===== src/rtl/user_id_pkg.sv =====
// Shared types and default parameters for the user project ID reader.
// The FSM state encoding lives here so the top and the bench agree on it.
package user_id_pkg;

    localparam int DEF_ID_WIDTH  = 32;
    localparam int DEF_CLK_DIV   = 4;
    localparam int DEF_MAX_RETRY = 3;

    typedef enum logic [2:0] {
        IDLE,
        SAMPLE_A,
        SAMPLE_B,
        SHIFT,
        DONE,
        ERROR
    } state_t;

endpackage


===== src/rtl/user_id_ser_tick.sv =====
// Serial bit timer: divides the system clock into CLK_DIV-cycle bits,
// producing the serial clock level and a strobe on each bit's last cycle.
module user_id_ser_tick
    import user_id_pkg::*;
#(
    parameter int CLK_DIV = DEF_CLK_DIV
) (
    input  logic clk,
    input  logic rst_n,
    input  logic en,
    input  logic clr,
    output logic ser_clk,
    output logic bit_end
);

    localparam int DW = $clog2(CLK_DIV);
    localparam logic [DW-1:0] LAST = DW'(CLK_DIV - 1);
    localparam logic [DW-1:0] HALF = DW'(CLK_DIV / 2);

    logic [DW-1:0] div_q;

    assign bit_end = en & (div_q == LAST);
    assign ser_clk = en & (div_q >= HALF);

    always_ff @(posedge clk or negedge rst_n) begin
        if (!rst_n) begin
            div_q <= '0;
        end else if (clr || bit_end) begin
            div_q <= '0;
        end else if (en) begin
            div_q <= div_q + DW'(1);
        end
    end

endmodule


===== src/rtl/user_id_reader.sv =====
// Reads the tie-cell project ID twice until two samples agree, then
// shifts the verified value out MSB first on a divided serial clock.
module user_id_reader
    import user_id_pkg::*;
#(
    parameter int ID_WIDTH  = DEF_ID_WIDTH,
    parameter int CLK_DIV   = DEF_CLK_DIV,
    parameter int MAX_RETRY = DEF_MAX_RETRY
) (
    input  logic                wb_clk_i,
    input  logic                wb_rstn_i,
    input  logic [ID_WIDTH-1:0] mask_rev_i,
    input  logic                sample_req_i,
    output logic                busy_o,
    output logic [ID_WIDTH-1:0] id_o,
    output logic                id_valid_o,
    output logic                id_err_o,
    output logic                ser_clk_o,
    output logic                ser_data_o,
    output logic                ser_done_o
);

    localparam int RW = $clog2(MAX_RETRY + 1);
    localparam int BW = $clog2(ID_WIDTH);

    state_t state_q, state_d;

    logic [ID_WIDTH-1:0] shadow_a;
    logic [ID_WIDTH-1:0] shadow_b;
    logic [ID_WIDTH-1:0] id_q;
    logic                valid_q;
    logic                err_q;
    logic [RW-1:0]       retry_q;
    logic [BW-1:0]       bit_q;

    logic shift_en;
    logic load;
    logic match;
    logic last_retry;
    logic last_bit;
    logic tick_clk;
    logic bit_end;

    assign match      = (shadow_a == mask_rev_i);
    assign last_retry = (retry_q == RW'(MAX_RETRY - 1));
    assign last_bit   = (bit_q == BW'(ID_WIDTH - 1));
    assign load       = (state_q == SAMPLE_B) & match;

    user_id_ser_tick #(
        .CLK_DIV(CLK_DIV)
    ) u_tick (
        .clk    (wb_clk_i),
        .rst_n  (wb_rstn_i),
        .en     (shift_en),
        .clr    (load),
        .ser_clk(tick_clk),
        .bit_end(bit_end)
    );

    always_ff @(posedge wb_clk_i or negedge wb_rstn_i) begin
        if (!wb_rstn_i) begin
            state_q <= IDLE;
        end else begin
            state_q <= state_d;
        end
    end

    always_comb begin
        state_d = state_q;
        unique case (state_q)
            IDLE:     if (sample_req_i) state_d = SAMPLE_A;
            SAMPLE_A: state_d = SAMPLE_B;
            SAMPLE_B: begin
                if (match)           state_d = SHIFT;
                else if (last_retry) state_d = ERROR;
                else                 state_d = SAMPLE_A;
            end
            SHIFT:    if (bit_end && last_bit) state_d = DONE;
            DONE:     state_d = IDLE;
            ERROR:    state_d = IDLE;
            default:  state_d = IDLE;
        endcase
    end

    always_comb begin
        busy_o     = (state_q != IDLE);
        shift_en   = (state_q == SHIFT);
        ser_done_o = (state_q == DONE);
    end

    // shadow_b doubles as the shift register once the samples agree
    always_ff @(posedge wb_clk_i or negedge wb_rstn_i) begin
        if (!wb_rstn_i) begin
            shadow_a <= '0;
            shadow_b <= '0;
            id_q     <= '0;
            valid_q  <= 1'b0;
            err_q    <= 1'b0;
            retry_q  <= '0;
            bit_q    <= '0;
        end else begin
            unique case (state_q)
                IDLE: begin
                    if (sample_req_i) begin
                        retry_q <= '0;
                        err_q   <= 1'b0;
                    end
                end
                SAMPLE_A: shadow_a <= mask_rev_i;
                SAMPLE_B: begin
                    shadow_b <= mask_rev_i;
                    if (match) begin
                        id_q    <= mask_rev_i;
                        valid_q <= 1'b1;
                        bit_q   <= '0;
                    end else begin
                        retry_q <= retry_q + RW'(1);
                        if (last_retry) begin
                            err_q   <= 1'b1;
                            valid_q <= 1'b0;
                        end
                    end
                end
                SHIFT: begin
                    if (bit_end) begin
                        shadow_b <= shadow_b << 1;
                        if (!last_bit) bit_q <= bit_q + BW'(1);
                    end
                end
                default: ;
            endcase
        end
    end

    assign id_o       = id_q;
    assign id_valid_o = valid_q;
    assign id_err_o   = err_q;
    assign ser_clk_o  = tick_clk;
    assign ser_data_o = shift_en & shadow_b[ID_WIDTH-1];

endmodule


===== config.mk =====
export PLATFORM = sky130hd
export DESIGN_NAME = user_id_reader
export DESIGN_NICKNAME = d
export VERILOG_FILES = /design/src/rtl/user_id_pkg.sv /design/src/rtl/user_id_ser_tick.sv /design/src/rtl/user_id_reader.sv
export SDC_FILE = /design/constraint.sdc
export NUM_CORES = 1
export LEC_CHECK = 0
export CAP_MARGIN = 0
export CORE_MARGIN = 3
export CORE_UTILIZATION = 35
export DETAILED_ROUTE_END_ITERATION = 7
export PLACE_DENSITY = 0.67
export SETUP_SLACK_MARGIN = 0.4
export SLEW_MARGIN = 20
export SYNTH_ARGS = -nofsm -noshare
export SYNTH_HDL_FRONTEND = slang
export SYNTH_SLANG_ARGS = --single-unit

===== constraint.sdc =====
create_clock -name wb_clk_i -period 5.1 [get_ports wb_clk_i]
set_input_delay 1.02 -clock wb_clk_i [delete_from_list [all_inputs] [get_ports wb_clk_i]]
set_output_delay 1.02 -clock wb_clk_i [all_outputs]
set_load 0.01 [all_outputs]

==> run_results.csv <==
group,metric,value,unit
run_status,outcome,"finished, final reports clean",
routing,drc,0,
power_and_ir_drop,irDropWorstVdd,0.233,mV
floorplan,die_h,126,um
power_and_ir_drop,cellLeakagePower,2.67,nW
synth,synth-edff-count,0,
timing,fin_skew,6.37,ps
job,maxCapViolations,0,
synth,synthDominantCellAreaShare,0.550,
critical_path,critPathKind,"in2reg",
synth,synth_common_cells,"110 x dfrtp_1, 61 x mux2_2, 40 x nand2_1",
finish,syn2layout_area_growth,23.8,%
global_route,grt_max_degree,76,
floorplan,start_util,0.359,
timing,rsz0062_at_grt,"no",
timing,slew_viol_final,0,
synth,yosysSeqAreaShare,0.550,
finish,nets,511,
global_route,grt_pass1_vias,3395,
timing,fin_crit,3430,ps
clocking,post-cts-setup-buffers,0,
finish,diodes,0,
synth,syn_avg_cell_area,12.3,um2
floorplan,ioPinCount,73,
clocking,h-tree-depth,3,
timing,min_period_over_period,0.672,
synth,synth-seq-cells,110,
routing,drtPass1Iterations,4,
clocking,clkSlewWorstSetupHoldPaths,70,ps
synth,synth_area,5000,um2
synth,syn-num-nets,446,
clocking,clk_path_buf_depth,2,
routing,wire_per_inst,15.8,um
global_route,grt_overflow,0,
synth,synth_top_area_cell,"dfrtp_1",
clocking,cts.sinks,110,
finish,fin_cells,656,
clocking,post_cts_resized,0,
critical_path,cp-end-kind,"register",
clocking,clk_latency,350,ps
global_route,grtUsageTotal,0.140,
power_and_ir_drop,power_density,534,nW/um2
critical_path,arrival,3710,ps
critical_path,rr_startpoint,"shadow_a[28]",
critical_path,cp.required,5380,ps
finish,nFillCells,1262,
place,finalWeightedCongestion,0.776,
timing,finalSetupViolCount,0,
place,dp.cells,640,
critical_path,critPathLaunchType,"input port",
place,io_buffer_count,72,
synth,ys_types,37,
routing,vias,3187,
clocking,hold_buffers,0,
timing,maxClockFrequency,292,MHz
routing,drt-vias-per-instance,4.86,
critical_path,path_max_fanout,42,
synth,yosysMostFrequentCell,"dfrtp_1",
min_path,min_from,"shadow_b[21]",
floorplan,fp.coreArea,13900,um2
floorplan,dieArea,15800,um2
timing,tns,0,ps
clocking,cts_tree,"done",
timing,relSlewSlack,0.380,
synth,async_reset_ff_frac,1.00,
place,dp_hpwl,7130,um
finish,drive_gt1_frac,0.191,
routing,drt-total-wl,10300,um
global_route,grt_pass1_wl,17600,um
synth,ys.flop_type,"dfrtp_1",
clocking,tritoncts.num_buffers,9,
clocking,cts_root_buffer,"clkbuf_16",
global_route,antenna_found_initial,0,
synth,yosys_warnings,0,
routing,ant_nets,0,
timing,hold_viol_final,0,
min_path,hold_class,"reg2reg",
floorplan,rows,43,
floorplan,die_x,126,um
synth,ys_top_cells_by_area,"dfrtp_1 55%, mux2_2 14%, mux2i_1 6.4%",
critical_path,cp-startpoint,"mask_rev_i[4]",
routing,initialDrtViolationCount,192,
synth,netlist_instances,406,
timing,tightestPinTransition,931,ps
area by class of cell:
type                    instances  area (um2)  share of cell area
well taps                     180         225              0.0364
flip-flops and latches        110        2750               0.445
repair buffers                 76         748               0.121
clock buffers                  14         284              0.0459
clock inverters                 2        37.5             0.00606
multi-input cells             264        2110               0.340
inverters                      10        37.5             0.00606
state kept, by name (all words and copies together) (netlist names):
register      cells
shadow_a         32
id_err_o          1
shadow_b         32
id_valid_o        1
id_o             32
retry_q           2
bit_q             5
u_tick.div_q      2
state_q           3
final timing paths:
path | endpoint | slack (ps) | depth (start not counted)
worst max-delay path | bit_q[4] | 1670 | 7
worst min-delay path | shadow_b[21] | 480 | 2
worst max register to register | bit_q[4] | 2500 | 6
worst min register to register | shadow_b[21] | 480 | 2
max in group asynchronous | id_o[23] | 3270 | 2
min in group asynchronous | id_o[14] | 810 | 1
logic make-up (layout without fill, tap and decap cells):
logic type / count (synthesis) / count (layout) / synth area share
muxes: 96 / 96 / 0.210
AOI/OAI and AO/OA: 55 / 55 / 0.0610
and+or+nand+nor: 76 / 76 / 0.0778
adders and majority gates: 5 / 5 / 0.0125
DFF: 110 / 110 / 0.550
xor gates and xnor gates: 32 / 32 / 0.0560
buffers and inverters: 32 / 102 / 0.0320
metrics by stage:
stage | power (mW) | cell area, um2 | setup slack (ps) | hold slack [ps] | util
after CTS | 3.35 | 6190 | 1640 | 486 | 0.444
after global routing | 3.56 | 6190 | 1450 | 507 | 0.444
after floorplan | 2.26 | 5000 | 2580 | 442 | -
final | 3.31 | 6190 | 1670 | 482 | 0.444
after global placement | 2.53 | 5870 | 1310 | 461 | 0.421
after detailed placement | 2.59 | 5870 | 1280 | 470 | 0.421
routing by layer:
layer | up-vias | global-route usage | routed length [um]
met5 | - | 0 | 0
met4 | 0 | 0.0536 | 185
met3 | 14 | 0.0290 | 385
met2 | 64 | 0.220 | 4920
met1 | 1562 | 0.192 | 4840
li1 | 1547 | - | -
power by group:
group          internal [mW]  switching (mW)
clock network          0.435           0.313
registers               1.18           0.203
logic                  0.584           0.589
placed cells by master (no fill, tap or decap), types with 2 or more instances in the layout:
cell type,netlist,routed
nand4_1,8,8
nand2_1,40,40
clkdlybuf4s50_1,0,71
nor3_1,7,7
buf_4,0,5
ha_1,5,5
inv_1,10,10
mux2_4,3,3
o21ai_0,34,34
a21oi_1,9,8
mux2_2,61,61
clkbuf_16,0,9
nor2_1,4,4
a31oi_1,4,4
nand3_1,4,4
dfrtp_1,110,110
nor4_2,2,2
clkbuf_8,0,4
nor3b_2,1,2
o22ai_1,2,2
xnor2_1,32,32
mux2i_1,32,32
critical path, cell delays in order:
cell             delay [ps]
clkdlybuf4s50_1         490
xnor2_1                 280
nand4_1                 150
nor4_2                  530
nand3_4                 570
a2111o_1                580
nand3_1                  70
Note: power is estimated with default switching activity, not from simulation.
